--- src/rtl/mypackage.sv ---
// Shared definitions for the voice allocator: default sizes, note type and FSM states.
package mypackage;
  localparam int NVOICES   = 4;
  localparam int NOTE_BITS = 7;

  typedef logic [NOTE_BITS-1:0] note_t;

  typedef enum logic {
    IDLE   = 1'b0,
    RETRIG = 1'b1
  } alloc_state_t;
endpackage

--- src/rtl/voice_allocator_pick.sv ---
// Combinational voice selection: retrigger same note, else free, else releasing, else oldest.
module voice_pick #(
  parameter int NVOICES   = 4,
  parameter int NOTE_BITS = 7,
  parameter int AW        = $clog2(NVOICES)
) (
  input  logic [NVOICES-1:0]                gates,
  input  logic [NVOICES-1:0]                actives,
  input  logic [NVOICES-1:0][NOTE_BITS-1:0] notes,
  input  logic [NVOICES-1:0][AW-1:0]        ages,
  input  logic [NOTE_BITS-1:0]              req_note,
  output logic [AW-1:0]                     sel,
  output logic                              retrig
);
  logic          hit_a, hit_b, hit_c;
  logic [AW-1:0] idx_a, idx_b, idx_c, idx_old;

  always_comb begin
    hit_a   = 1'b0;
    hit_b   = 1'b0;
    hit_c   = 1'b0;
    idx_a   = '0;
    idx_b   = '0;
    idx_c   = '0;
    idx_old = '0;
    // Ascending scan, first hit kept, so the lowest index wins each class
    for (int unsigned i = 0; i < NVOICES; i++) begin
      if (!hit_a && gates[i] && notes[i] == req_note) begin
        hit_a = 1'b1;
        idx_a = AW'(i);
      end
      if (!hit_b && !gates[i] && !actives[i]) begin
        hit_b = 1'b1;
        idx_b = AW'(i);
      end
      if (!hit_c && !gates[i]) begin
        hit_c = 1'b1;
        idx_c = AW'(i);
      end
      if (ages[i] == AW'(NVOICES - 1))
        idx_old = AW'(i);
    end
  end

  always_comb begin
    if (hit_a)      sel = idx_a;
    else if (hit_b) sel = idx_b;
    else if (hit_c) sel = idx_c;
    else            sel = idx_old;
    retrig = hit_a || (!hit_b && !hit_c);
  end
endmodule

--- src/rtl/voice_allocator.sv ---
// Note-on/note-off allocator for NVOICES NCO+ADSR slots with LRU stealing and gate retrigger.
module voice_allocator #(
  parameter int NVOICES   = mypackage::NVOICES,
  parameter int NOTE_BITS = mypackage::NOTE_BITS
) (
  input  logic                              CLOCK_50,
  input  logic                              reset,
  input  logic                              on_valid,
  output logic                              on_ready,
  input  logic [NOTE_BITS-1:0]              on_note,
  input  logic                              off_valid,
  input  logic [NOTE_BITS-1:0]              off_note,
  input  logic [NVOICES-1:0]                voice_active,
  output logic [NVOICES-1:0]                voice_gate,
  output logic [NVOICES-1:0][NOTE_BITS-1:0] voice_note
);
  localparam int AW = $clog2(NVOICES);

  mypackage::alloc_state_t          state_q, state_d;
  logic [NVOICES-1:0]               gate_post, gate_d;
  logic [NVOICES-1:0][NOTE_BITS-1:0] note_d;
  logic [NVOICES-1:0][AW-1:0]       age_q, age_d;
  logic [AW-1:0]                    sel, pend_idx_q, pend_idx_d;
  logic [NOTE_BITS-1:0]             pend_note_q, pend_note_d;
  logic                             retrig, cnt_q, cnt_d;

  assign on_ready = (state_q == mypackage::IDLE);

  // Note-off is applied before selection so a same-cycle note-on sees the released gates
  always_comb begin
    for (int unsigned i = 0; i < NVOICES; i++)
      gate_post[i] = voice_gate[i] && !(off_valid && voice_note[i] == off_note);
  end

  voice_pick #(
    .NVOICES  (NVOICES),
    .NOTE_BITS(NOTE_BITS),
    .AW       (AW)
  ) u_pick (
    .gates   (gate_post),
    .actives (voice_active),
    .notes   (voice_note),
    .ages    (age_q),
    .req_note(on_note),
    .sel     (sel),
    .retrig  (retrig)
  );

  always_comb begin
    state_d     = state_q;
    gate_d      = gate_post;
    note_d      = voice_note;
    age_d       = age_q;
    pend_idx_d  = pend_idx_q;
    pend_note_d = pend_note_q;
    cnt_d       = cnt_q;
    unique case (state_q)
      mypackage::IDLE: begin
        if (on_valid) begin
          for (int unsigned i = 0; i < NVOICES; i++) begin
            if (AW'(i) == sel)               age_d[i] = '0;
            else if (age_q[i] < age_q[sel])  age_d[i] = age_q[i] + 1'b1;
          end
          if (retrig) begin
            gate_d[sel] = 1'b0;
            pend_idx_d  = sel;
            pend_note_d = on_note;
            cnt_d       = 1'b0;
            state_d     = mypackage::RETRIG;
          end else begin
            gate_d[sel] = 1'b1;
            note_d[sel] = on_note;
          end
        end
      end
      mypackage::RETRIG: begin
        if (off_valid && off_note == pend_note_q) begin
          state_d = mypackage::IDLE;
        end else if (cnt_q) begin
          gate_d[pend_idx_q] = 1'b1;
          note_d[pend_idx_q] = pend_note_q;
          state_d            = mypackage::IDLE;
        end else begin
          cnt_d = 1'b1;
        end
      end
      default: state_d = mypackage::IDLE;
    endcase
  end

  always_ff @(posedge CLOCK_50 or posedge reset) begin
    if (reset) begin
      state_q     <= mypackage::IDLE;
      voice_gate  <= '0;
      voice_note  <= '0;
      pend_idx_q  <= '0;
      pend_note_q <= '0;
      cnt_q       <= 1'b0;
      for (int unsigned i = 0; i < NVOICES; i++)
        age_q[i] <= AW'(i);
    end else begin
      state_q     <= state_d;
      voice_gate  <= gate_d;
      voice_note  <= note_d;
      age_q       <= age_d;
      pend_idx_q  <= pend_idx_d;
      pend_note_q <= pend_note_d;
      cnt_q       <= cnt_d;
    end
  end
endmodule
--- config.mk ---
export PLATFORM = sky130hd
export DESIGN_NAME = voice_allocator
export DESIGN_NICKNAME = d
export VERILOG_FILES = /design/src/rtl/mypackage.sv /design/src/rtl/voice_allocator_pick.sv /design/src/rtl/voice_allocator.sv
export SDC_FILE = /design/constraint.sdc
export NUM_CORES = 1
export LEC_CHECK = 0
export CAP_MARGIN = 20
export CORE_ASPECT_RATIO = 1.1
export CORE_MARGIN = 4
export CORE_UTILIZATION = 58
export CTS_CLUSTER_SIZE = 25
export DETAILED_ROUTE_END_ITERATION = 10
export GPL_ROUTABILITY_DRIVEN = 0
export PLACE_DENSITY_LB_ADDON = 0.25
export REMOVE_ABC_BUFFERS = 1
export SLEW_MARGIN = 20
export SYNTH_ARGS = -nofsm -noshare
export SYNTH_HDL_FRONTEND = slang
export SYNTH_HIERARCHICAL = 1
export SYNTH_SLANG_ARGS = --single-unit
--- constraint.sdc ---
create_clock -name CLOCK_50 -period 7.97 [get_ports CLOCK_50]
set_input_delay 1.1955 -clock CLOCK_50 [delete_from_list [all_inputs] [get_ports CLOCK_50]]
set_output_delay 1.1955 -clock CLOCK_50 [all_outputs]
set_load 0.02 [all_outputs]
* After elaboration in Yosys (flattened, before gate mapping)
Index checks and enable logic that the tools add are counted.
Storage, ports and cells: bits in registers 51, latch bits 0, memory bits (writable) 0, ROM bits 0, input port bits 22, output and inout port bits 33, logic and storage cells 180, memories kept 0
Cells by class: add/sub/neg operators 4, $mul 0, divide/modulo/power cells 0, order comparisons 8, equality and inequality tests 20, shift-type cells 0, muxes and demuxes 66, bitwise logic cells 5, reductions and logical operators 64
Operator list (number):
- 28-bit 2-to-1 mux | 4
- 7-bit == test | 9
- 28-bit bitwise mux | 2
- 28-bit case mux with 2 select lines | 1
- 2-bit 2-to-1 mux | 20
- 1-bit logical AND | 29
- 7-bit demux with 2-bit select | 2
- 1-bit 2-to-1 mux | 25
- 1-bit zero test | 22
- 3-bit AND reduction | 6
- 4-bit 2-to-1 mux | 4
- 7-bit 2-to-1 mux | 2
- 2-bit by 1-bit adder with 2-bit output, second input constant | 4
- 2-bit less-than comparator | 4
- 4-bit bitwise OR | 2
- 4-bit case mux with 2 select lines | 1
- 2-bit nonzero test | 4
- 2-bit == test, second input constant | 3
- 2-bit by 3-bit less-than comparator with 1-bit output, second input constant | 2
- 2-bit != test, second input constant | 3
- 4-bit bitwise AND | 1
- 2-bit binary-select mux with 2-bit select | 1
- 1-bit demux with 2-bit select | 2
- 2-bit == test, first input constant | 2
- 9 further kinds | 12

* Depth between registers and ports, before layout
Gate-level depths: netlist of run 1.
depth in word-level cells 30, depth in mapped cells 17, gate-level depth less buffers 15

* Hierarchy
Netlist of run 1, hierarchy kept.
Modules (own cells, without submodules):
- voice_allocator | times used 1, cells each 288, area each 2911.5 um^2
- voice_pick | times used 1, cells each 64, area each 476.7 um^2

* Worst setup path after synthesis of run 1
Ideal clock, no wire load.
path kind input -> register, start point in off_note[6], end point reg age_q[1] (netlist bit), library setup time 122 ps, data arrival time 4060 ps, required time 7848 ps, path slack 3788 ps, cell stages on the path 16, buffers on the path 2, cells stage by stage buf_2 xnor2_1 nand4_1 o21a_1 or2_1 o21ai_1 o2111a_1 o22ai_1 a21oi_1 buf_4 mux4_2 inv_1 ha_1 nor3b_1 o21ai_0 a32o_1
RTL lines:
- start: declaration | RTL line voice_allocator.sv:12 | input logic [NOTE_BITS-1:0] off_note,
- 7-bit == test * | RTL line voice_allocator.sv:32 | gate_post[i] = voice_gate[i] && !(off_valid && voice_note[i] == off_note);
- 1-bit logical AND * | RTL line voice_allocator.sv:32
- 1-bit zero test * | RTL line voice_allocator.sv:32
- 1-bit logical AND * | RTL line voice_allocator.sv:32
- via gate_post[3] | RTL line voice_allocator.sv:20 | logic [NVOICES-1:0] gate_post, gate_d;
- 1-bit zero test | RTL line voice_allocator_pick.sv:32, voice_allocator_pick.sv:36
- 1-bit logical AND, on equally long branches | RTL line voice_allocator_pick.sv:36, voice_allocator_pick.sv:32
- 2-bit 2-to-1 mux, or another cell as far along | RTL line voice_allocator_pick.sv:36 | if (!hit_c && !gates[i]) begin
- 2-bit 2-to-1 mux, or another cell as far along | RTL line voice_allocator_pick.sv:48 | else if (hit_c) sel = idx_c;
- 2-bit 2-to-1 mux | RTL line voice_allocator_pick.sv:47 | else if (hit_b) sel = idx_b;
- 2-bit 2-to-1 mux * | RTL line voice_allocator_pick.sv:46 | if (hit_a) sel = idx_a;
- via sel[0] | RTL line voice_allocator.sv:23 | logic [AW-1:0] sel, pend_idx_q, pend_idx_d;
- 2-bit binary-select mux with 2-bit select | RTL line voice_allocator.sv:62 | else if (age_q[i] < age_q[sel]) age_d[i] = age_q[i] + 1'b1;
- 2-bit 2-to-1 mux (implied by the code) | RTL line voice_allocator.sv:62
- 2-bit less-than comparator | RTL line voice_allocator.sv:62
- 2-bit nonzero test (no source line)
- 3-bit AND reduction (no source line)
- end signal: indexed assignment | RTL line voice_allocator.sv:100 | age_q[i] <= AW'(i);
- end signal: assignment | RTL line voice_allocator.sv:105 | age_q <= age_d;
- end: declaration | RTL line voice_allocator.sv:22 | logic [NVOICES-1:0][AW-1:0] age_q, age_d;
Mark *: on every way through the listed nets, which the timed path passes. The rest lies on a longest branch. The select of a mux whose other input is x is not followed. A chain may end at the register's enable or synchronous reset.

* Worst setup path in the final report of run 1
start point in off_note[2], end point reg age_q[1] (netlist bit)
Same word-level chain as after synthesis.

==> results of run 1 <==
-- metrics by stage --
step	setup slack, ns	hold slack, ns
finish	2.68	0.543
CTS	2.78	0.543
global placement	2.63	0.520
global route	2.32	0.580
floorplan	3.64	0.473
detailed placement	2.47	0.518
-- power by group --
group / switching (mW) / leakage [nW] / internal (mW) / total (mW)
Sequential: 0.200 / 0.621 / 0.392 / 0.592
Combinational: 0.558 / 0.856 / 0.501 / 1.06
Clock: 0.0899 / 0.0581 / 0.0936 / 0.184
Total: 0.848 / 1.54 / 0.987 / 1.83
-- tightest hold or removal path: stages (launching register included) --
cell and delay [ns]:
dfstp_2 0.40, o21ai_0 0.06, o21ai_0 0.08
-- per-layer routing --
layer / GRT usage [%] / wire (um) / up-vias
met4: 9.22 / 275 / 0
met5: 0 / 0 / -
met2: 44.6 / 4360 / 184
met3: 5.14 / 824 / 34
met1: 41.3 / 4080 / 1423
li1: - / - / 1355
-- cell families after synthesis --
logic type	synth area share, %
compound gates	20.6
simple gates	13.5
xor+xnor	16.3
flops	37.8
buf+inv	6.02
mux	4.32
fa+ha+maj	1.48
-- cells in the mapped netlist (3+ instances only) --
| cell type | n |
|---|---|
| o21a_1 | 5 |
| inv_1 | 26 |
| nand3_1 | 5 |
| xor2_1 | 6 |
| dfstp_2 | 4 |
| buf_2 | 10 |
| nor2b_1 | 6 |
| buf_6 | 3 |
| ha_1 | 4 |
| dfrtp_1 | 47 |
| a21oi_1 | 6 |
| nor3b_1 | 3 |
| mux2_2 | 9 |
| a22oi_1 | 28 |
| o22ai_1 | 23 |
| o21ai_0 | 8 |
| nor2_1 | 16 |
| a21o_1 | 3 |
| nand2b_1 | 3 |
| xnor2_1 | 57 |
| o2bb2ai_1 | 7 |
| nand2_1 | 18 |
| nor3_1 | 6 |
| nand4_1 | 16 |
-- registers in the layout, indices dropped and copies added (netlist names) --
register,cells
pend_note_q,7
age_q,8
cnt_q,1
state_q,1
pend_idx_q,2
voice_gate,4
voice_note,28
-- how the worst max path moves through the flow --
stage	slack [ns]	endpoint	from
2_1_floorplan	3.64	age_q[1]$_DFFE_PP0P_	off_note[6]
3_3_place_gp	2.63	age_q[1]$_DFFE_PP0P_	off_note[0]
3_5_place_dp	2.47	age_q[1]$_DFFE_PP0P_	off_note[2]
4_1_cts	2.78	age_q[1]$_DFFE_PP0P_	off_note[2]
5_1_grt	2.32	age_q[7]$_DFFE_PP1P_	off_note[2]
6_report	2.68	age_q[1]$_DFFE_PP0P_	off_note[2]
-- final cells by class --
| class | instances | share of cell area (%) |
|---|---|---|
| timing repair buffer | 54 | 13.4 |
| clock buffer | 5 | 1.71 |
| multi-input combinational | 258 | 47.2 |
| sequential | 51 | 31.8 |
| inverter | 26 | 2.45 |
| tap | 75 | 2.33 |
| clock inverter | 3 | 1.09 |
==> impl_results.md, run 1 <==
- Final Cell Area: slightly above 4000 um^2
- Slew @ Worst Pin: roughly 1.1 ns
- Slowest stage cell, crit path: clkdlybuf4s50_1
- WS Path Type: input port to flop
- Antenna Cells: 0
- Final setup TNS: 0 ns
- Hold Buf Count CTS: 0
- Reg clk slew, reported paths: ~0.090 ns
- GRT overflow: 0
- WP depth: 15
- FP Rows: 28
- Min-delay worst type: flop to flop
- Fraction of layout cells with a size suffix above 1: under 10%
- Worst-skew pair later-pin latency: 0.31 ns
- Post-synth EDFFs: 0
- RR Endpoint: age_q[1]$_DFFE_PP0P_
- CP cell instances: clkdlybuf4s50_1, xnor2_1, nand4_1, o21a_1, or2_1, o21ai_1, o2111a_1, o22ai_1, a21oi_1, mux4_2, inv_1, ha_1, nor3b_1, o21ai_0, a32o_1
- CP Capture Type: flop
- LEAKAGE: about 1.5 nW
- Area occupied by multi-input gates: between 1500 and 2000 um^2
- DRT Pass-1 Iters: 5
- Post-synth top area share: 34.7%
- Ys async rst share: 100%
- Routed Antenna Nets: 0
- Commonest non-fill, non-tap cells in the layout: 57 x xnor2_1, 54 x clkdlybuf4s50_1, 47 x dfrtp_1
- Clock Skew: 0.00962 ns
- Total power: around 1.8 mW
- Crit Path Max Fanout: 10
- Delay-heaviest family, CP: compound AO/OA/AOI/OAI gates
- Post-route minimum period: between 5 and 6 ns
- Worst Path Required: around 8.2 ns
- R2R Setup Slk: approximately 3.8 ns
- Initial antenna violation count: 0
- RSZ-0062 raised after global routing: no
- Root Driver: clkbuf_8
- Clock Path Buffers: 2
- Starting density of the core: approximately 61%
- CP Launch Type: input port
- Final #Nets: between 400 and 500
- Iter 0 DRT Violations: about 390
- Filler cells: 435
- Die X: between 80 and 90 um
- Worst slew margin: around 25%
- Number of max-cap violations: 0
- Placed cell count: 464
- Worst hold path depth: 2
- Synth-to-Final Area Change: 18.9%
- Final Max Tran Viols: 0
- DR vias: between 2000 and 3000
- CP bufs+invs: 2
- Tcrit/Tclk final: 66.3%
- Reg area: roughly 1300 um^2
- Cell Pwr Density: approximately 460 nW/um^2
- IO Port Bufs: between 50 and 60
- IO Pins: 55
- Post-CTS Setup Bufs: 0
- Syn Inst Count: 352
- Fmax: about 190 MHz
- VDD IR-drop max: 267 uV
- DP Wirelength: ~6.8 mm
- Std-Cell Core Area: ~5500 um^2
- Post-CTS sizing: 0
- Reg2reg path depth: 14
- Mean Syn Cell Area: between 9 and 10 um^2
- Vias/cell: between 6 and 7
- Post-synth cell types: 50
- CTS tree: built
- All-layer global routing usage: 28.9%
- Die ar.: ~7100 um^2
- First-pass GRT wire length: 15.7 mm
- Cts bufs inserted: 5
- Synth warn: 6
- Chip Height: slightly below 90 um
- Post-Route WL: between 9 and 10 mm
- Placed cell areas: between 3000 and 4000 um^2
- Final Util: 72.8%
- Ranking of synthesized cells by area: dfrtp_1 35%, xnor2_1 15%, a22oi_1 6.2%
- TritonCTS Sinks: 51
- Fin. Hold Viols: 0
- H-tree depth: 2
- Syn Std Cell Area: 3390 um^2
- Yosys top cell by area: dfrtp_1
- DR WL/cell: ~20 um
- Critical Path Max Stage Delay: around 0.7 ns
- Primary FF master, synth: dfrtp_1
- RR Startpoint: voice_note[22]$_DFFE_PP0P_
- Largest net degree at the start of global routing: 52
- Endpoints failing setup: 0
- Outcome: finished, final reports clean
- Vias in the first global route: ~3000
- Hold Path End: age_q[7]$_DFFE_PP1P_
- Sequential element share of the synthesized area: between 30% and 40%
- Most common cell after layout, fill and taps aside: xnor2_1
- Critical hold path startpoint: age_q[7]$_DFFE_PP1P_
- Worst endpoint data arrival time: 5.48 ns
- Seq cells post-synth: 51
- DRC violations left: 0
- Post-route insts no fill: about 470
No activity file was read; power rests on OpenSTA's default activity.
==> inputs of run 2 (changes only) <==
- CORE_UTILIZATION: 58 -> 54
- clock period: 7.97 -> 5.45 ns (I/O delays scaled with it)
==> impl_results.md, run 2 (same netlist as run 1, synthesis figures left out) <==
- Outcome: finished, final reports clean (unchanged)
- Root Driver: clkbuf_8 (unchanged)
- DRC violations left: 0 (unchanged)
- Antenna Cells: 0 (unchanged)
- Die ar.: 7610 um^2 (was 7130 um^2)
- Worst-skew pair later-pin latency: 0.31 ns (about the same)
- TritonCTS Sinks: 51 (unchanged)
- Fraction of layout cells with a size suffix above 1: 9.48% (was 8.56%)
- Min-delay worst type: flop to flop (unchanged)
- CP cell instances: clkdlybuf4s50_1, xnor2_1, nand4_1, o21a_1, or2_1, o21ai_1, o2111a_1, o22ai_1, a21oi_1, mux4_2, inv_1, ha_1, nor3b_1, o21ai_0, a32o_1 (unchanged)
- Hold_ws: 0.536 ns (was 0.543 ns)
- Reg2reg path depth: 14 (unchanged)
- Max layer used: met4 (unchanged)
- Largest net degree at the start of global routing: 52 (unchanged)
- Largest regs: voice_note: 28 flops, age_q: 8 flops, pend_note_q: 7 flops (unchanged)
- Slew @ Worst Pin: 1.08 ns (was 1.12 ns)
- Fmax: approximately 230 MHz
- Reg clk slew, reported paths: 0.10 ns (was 0.09 ns)
- VDD IR-drop max: 307 uV (was 267 uV)
- Filler cells: 516 (was 435)
- Initial antenna violation count: 0 (unchanged)
- Tcrit/Tclk final: just over 80%
- Worst hold path depth: 2 (unchanged)
- Final Max Tran Viols: 0 (unchanged)
- DRT Pass-1 Iters: 5 (unchanged)
- Post-Route WL: 9.79 mm (was 9.54 mm)
- R2R Setup Slk: 1.72 ns (was 3.78 ns)
- First-pass GRT wire length: 15.9 mm (was 15.7 mm)
- Final #Nets: 426 (was 422)
- Critical Path Max Stage Delay: 0.70 ns (about the same)
- RR Endpoint: age_q[1]$_DFFE_PP0P_ (unchanged)
- Critical hold path startpoint: age_q[7]$_DFFE_PP1P_ (unchanged)
- Worst Path Required: 5.66 ns (was 8.17 ns)
- Met2 WL: 4.76 mm (was 4.36 mm)
- Hold Path End: age_q[7]$_DFFE_PP1P_ (unchanged)
- Post-route minimum period: around 4.4 ns
- Final setup TNS: 0 ns (unchanged)
- CP Capture Type: flop (unchanged)
- LEAKAGE: 1.54 nW (about the same)
- Fin. Hold Viols: 0 (unchanged)
- Routed Antenna Nets: 0 (unchanged)
- Largest register by flop count: voice_note (unchanged)
- Starting density of the core: 55.4% (was 61.2%)
- Hold Buf Count CTS: 0 (unchanged)
- Iter 0 DRT Violations: 243 (was 387)
- Vias in the first global route: 3075 (was 3039)
- Commonest non-fill, non-tap cells in the layout: 57 x xnor2_1, 54 x clkdlybuf4s50_1, 47 x dfrtp_1 (unchanged)
- Final worst setup slack: 1.01 ns (was 2.68 ns)
- Chip Height: 91.1 um (was 88.2 um)
- Clock Skew: 0.0144 ns (was 0.00962 ns)
- Clock Path Buffers: 2 (unchanged)
- Crit Path Max Fanout: 7 (was 10)
- CTS tree: built (unchanged)
- All-layer global routing usage: 26.3% (was 28.9%)
- Number of flip-flops in the largest register: 28 (unchanged)
- Endpoints failing setup: 0 (unchanged)
- Cell Pwr Density: 664 nW/um^2 (was 455 nW/um^2)
- Die X: 83.5 um (was 80.9 um)
- Synth-to-Final Area Change: 19.3% (was 18.9%)
- RR Startpoint: voice_note[21]$_DFFE_PP0P_ (was voice_note[22]$_DFFE_PP0P_)
- CP bufs+invs: 2 (unchanged)
- Slowest stage cell, crit path: clkdlybuf4s50_1 (unchanged)
- IO Port Bufs: 54 (unchanged)
- Dpl ws: 0.787 ns (was 2.47 ns)
- DP Wirelength: 7.00 mm (was 6.82 mm)
- Total power: 2.68 mW (was 1.83 mW)
- Worst endpoint data arrival time: 4.65 ns (was 5.48 ns)
- Vias/cell: 6.29 (was 6.35)
- Routed length on met1: 4.05 mm (was 4.08 mm)
- Cts bufs inserted: 5 (unchanged)
- DR vias: 3026 (was 2996)
- FP Rows: 30 (was 28)
- Delay-heaviest family, CP: compound AO/OA/AOI/OAI gates (unchanged)
- Number of max-cap violations: 0 (unchanged)
- DR WL/cell: 20.4 um (was 20.2 um)
- Most common cell after layout, fill and taps aside: xnor2_1 (unchanged)
- GRT overflow: 0 (unchanged)
- Worst slew margin: 28.1% (was 25.1%)
- WS Path Type: input port to flop (unchanged)
- DR WL met3: 652 um (was 824 um)
- RSZ-0062 raised after global routing: no (unchanged)
- Post-CTS Setup Bufs: 0 (unchanged)
- IO Pins: 55 (unchanged)
- H-tree depth: 2 (unchanged)
- Std-Cell Core Area: 6120 um^2 (was 5540 um^2)
- Post-CTS sizing: 0 (unchanged)
- CP Launch Type: input port (unchanged)
run 2: worst max-delay path by stage:
stage | start | endpoint | cells past startpoint
after global placement | off_note[2] | age_q[1]$_DFFE_PP0P_ | 15
after CTS | off_note[3] | age_q[1]$_DFFE_PP0P_ | 15
final | off_note[3] | age_q[1]$_DFFE_PP0P_ | 15
after floorplan | off_note[6] | age_q[1]$_DFFE_PP0P_ | 14
after detailed placement | off_note[3] | age_q[1]$_DFFE_PP0P_ | 15
after global routing | off_note[0] | age_q[3]$_DFFE_PP0P_ | 16
run 2: cell type report:
| cell class | count | area (um^2) | area share [%] |
|---|---|---|---|
| Multi-Input combinational cell | 258 | 1900 | 47.1 |
| Sequential cell | 51 | 1280 | 31.7 |
| Timing Repair Buffer | 58 | 571 | 14.1 |
| Tap cell | 80 | 100 | 2.48 |
| Inverter | 26 | 98.8 | 2.45 |
| Clock buffer | 5 | 68.8 | 1.70 |
| Clock inverter | 3 | 20.0 | 0.495 |
run 2: worst min-delay path, delay by kind of cell (launching register included):
| kind | cells | cell delay (ns) |
|---|---|---|
| AOI/OAI and AO/OA | 2 | 0.14 |
| DFF | 1 | 0.40 |
run 2: per-layer routing:
layer	GRT usage [%]	vias up
met5	0	-
met4	11.0	0
met3	4.54	35
met2	44.3	157
met1	33.3	1476
li1	-	1358
run 2: stage by stage:
step	cell area [um^2]	utilization [%]	instances
6_report	4040	66.1	481
5_1_grt	4040	66.1	481
4_1_cts	4040	66.1	481
3_5_place_dp	3950	64.6	473
3_3_place_gp	3950	64.6	473
2_1_floorplan	3280	-	335
run 2: report_power, final:
part           leakage [nW]  internal (mW)  total (mW)  switching [mW]
logic                 0.877          0.760        1.58           0.822
clock network        0.0402         0.0897       0.224           0.134
registers             0.621          0.573       0.877           0.304
total                  1.54           1.42        2.68            1.26
==> inputs of run 3 (changes only) <==
- clock period: 5.45 -> 4.43 ns (I/O delays scaled with it)
==> impl_results.md, run 3 (same netlist as run 1, synthesis figures left out) <==
- Cts bufs inserted: 5 (unchanged)
- Post-Route WL: 10.0 mm (was 9.79 mm)
- Routed length on met1: 4.08 mm (was 4.05 mm)
- WS Path Type: input port to flop (unchanged)
- Min-delay worst type: flop to flop (unchanged)
- FP Rows: 30 (unchanged)
- Most common cell after layout, fill and taps aside: xnor2_1 (unchanged)
- DR vias: 3080 (was 3026)
- H-tree depth: 2 (unchanged)
- Die ar.: 7610 um^2 (unchanged)
- Cell Pwr Density: 810 nW/um^2 (was 664 nW/um^2)
- Internal: 1.79 mW (was 1.42 mW)
- All-layer global routing usage: 26.6% (was 26.3%)
- Placed cell areas: 4030 um^2 (was 3950 um^2)
- Synth-to-Final Area Change: 21.7% (was 19.3%)
- GRT overflow: 0 (unchanged)
- Routed Antenna Nets: 0 (unchanged)
- DRT Pass-1 Iters: 7 (was 5)
- Number of max-cap violations: 0 (unchanged)
- Seq pwr share: 32.1% (was 32.7%)
- Fraction of layout cells with a size suffix above 1: 11.7% (was 9.48%)
- DR WL met3: 692 um (was 652 um)
- Chip Height: 91.1 um (unchanged)
- LEAKAGE: 1.60 nW (was 1.54 nW)
- Final #Nets: 436 (was 426)
- Post-CTS sizing: 0 (unchanged)
- Root Driver: clkbuf_8 (unchanged)
- Outcome: finished, final reports clean (unchanged)
- Fmax: between 200 and 250 MHz
- Sw power: 1.55 mW (was 1.26 mW)
- Clock network fraction of design power: 8.6% (was 8.4%)
- Final Max Tran Viols: 0 (unchanged)
- Worst Path Required: 4.63 ns (was 5.66 ns)
- Largest regs: voice_note: 28 flops, age_q: 8 flops, pend_note_q: 7 flops (unchanged)
- Worst endpoint data arrival time: 4.36 ns (was 4.65 ns)
- Final Cell Area: 4120 um^2 (was 4040 um^2)
- CP Capture Type: flop (unchanged)
- Largest register by flop count: voice_note (unchanged)
- VDD IR-drop max: 416 uV (was 307 uV)
- Reg area: 1280 um^2 (unchanged)
- CP Launch Type: input port (unchanged)
- Max layer used: met4 (unchanged)
- Hold Buf Count CTS: 0 (unchanged)
- Filler cells: 510 (was 516)
- CTS tree: built (unchanged)
- Tcrit/Tclk final: between 90% and 100%
- Clock Path Buffers: 2 (unchanged)
- Reg clk slew, reported paths: 0.10 ns (about the same)
- First-pass GRT wire length: 16.2 mm (was 15.9 mm)
- DRC violations left: 0 (unchanged)
- Initial antenna violation count: 0 (unchanged)
- Area occupied by multi-input gates: 1900 um^2 (unchanged)
- Die X: 83.5 um (unchanged)
- DR WL/cell: 20.4 um (about the same)
- Post-CTS Setup Bufs: 0 (unchanged)
- Final worst setup slack: 0.274 ns (was 1.01 ns)
- Vias/cell: 6.27 (was 6.29)
- IO Pins: 55 (unchanged)
- Commonest non-fill, non-tap cells in the layout: 57 x xnor2_1, 54 x clkdlybuf4s50_1, 47 x dfrtp_1 (unchanged)
- Std-Cell Core Area: 6120 um^2 (unchanged)
- Post-route minimum period: slightly above 4 ns
- Number of flip-flops in the largest register: 28 (unchanged)
- Iter 0 DRT Violations: 273 (was 243)
- Antenna Cells: 0 (unchanged)
- Combinational group share of total power: 59.3% (was 59.0%)
- Largest net degree at the start of global routing: 52 (unchanged)
- Endpoints failing setup: 0 (unchanged)
- Slew @ Worst Pin: 1.13 ns (was 1.08 ns)
- Dpl ws: -0.00425 ns (was 0.787 ns)
- Crit Path Max Fanout: 7 (unchanged)
- Clock Skew: 0.0133 ns (was 0.0144 ns)
- Worst slew margin: 24.9% (was 28.1%)
- Fin. Hold Viols: 0 (unchanged)
- Vias in the first global route: 3091 (was 3075)
- IO Port Bufs: 54 (unchanged)
- TritonCTS Sinks: 51 (unchanged)
- Starting density of the core: 55.4% (unchanged)
- DP Wirelength: 7.22 mm (was 7.00 mm)
- Met2 WL: 4.91 mm (was 4.76 mm)
- Switching share of power: 46.5% (was 47.0%)
- RSZ-0062 raised after global routing: no (unchanged)
- Worst-skew pair later-pin latency: 0.31 ns (about the same)
run 3: final timing paths:
kind | startpoint | to | slack [ns] | cells after the start
min in group asynchronous | reset | age_q[4]$_DFFE_PP0P_ | 0.84 | 2
min | age_q[7]$_DFFE_PP1P_ | age_q[7]$_DFFE_PP1P_ | 0.54 | 2
min reg2reg | age_q[7]$_DFFE_PP1P_ | age_q[7]$_DFFE_PP1P_ | 0.54 | 2
max reg2reg | voice_note[9]$_DFFE_PP0P_ | age_q[1]$_DFFE_PP0P_ | 0.83 | 14
max | off_note[5] | age_q[1]$_DFFE_PP0P_ | 0.27 | 15
max in group asynchronous | reset | voice_note[5]$_DFFE_PP0P_ | 3.06 | 2
run 3: final cells by class:
type                    count  area share, %
clock buffers               5           1.67
clock inverters             3          0.637
inverters                  26           2.40
multi-input cells         258           46.1
flip-flops and latches     51           31.1
well taps                  80           2.43
repair buffers             68           15.7
run 3: critical path: stages:
cell	delay, ns
clkdlybuf4s50_1	0.69
xnor2_1	0.16
nand4_1	0.12
o21a_1	0.27
a21boi_0	0.16
o21ai_1	0.16
o2111a_1	0.19
o22ai_1	0.08
a21oi_1	0.26
mux4_2	0.53
inv_1	0.14
ha_1	0.26
nor3b_1	0.25
o21ai_0	0.15
a32o_1	0.27
run 3: through the flow:
stage | utilization [%] | setup TNS (ns) | hold slack (ns) | instances | total power [mW]
floorplan | - | 0 | 0.473 | 335 | 2.26
global placement | 65.8 | 0 | 0.515 | 483 | 2.98
detailed placement | 65.8 | -0.00425 | 0.520 | 483 | 3.02
CTS | 67.4 | 0 | 0.537 | 491 | 3.32
global route | 67.4 | 0 | 0.559 | 491 | 3.56
finish | 67.4 | 0 | 0.535 | 491 | 3.34
run 3: power groups by stage:
stage               clock network (mW)  logic [mW]  registers [mW]
floorplan                            0        1.14            1.13
global placement                     0        1.92            1.07
detailed placement                   0        1.95            1.07
CTS                              0.293        1.97            1.06
global route                     0.316        2.15            1.10
finish                           0.288        1.98            1.07
run 3: per-layer routing:
| layer | up-vias | track usage, % |
|---|---|---|
| met4 | 0 | 9.65 |
| met5 | - | 0 |
| met2 | 145 | 44.7 |
| li1 | 1376 | - |
| met3 | 30 | 4.26 |
| met1 | 1529 | 34.8 |
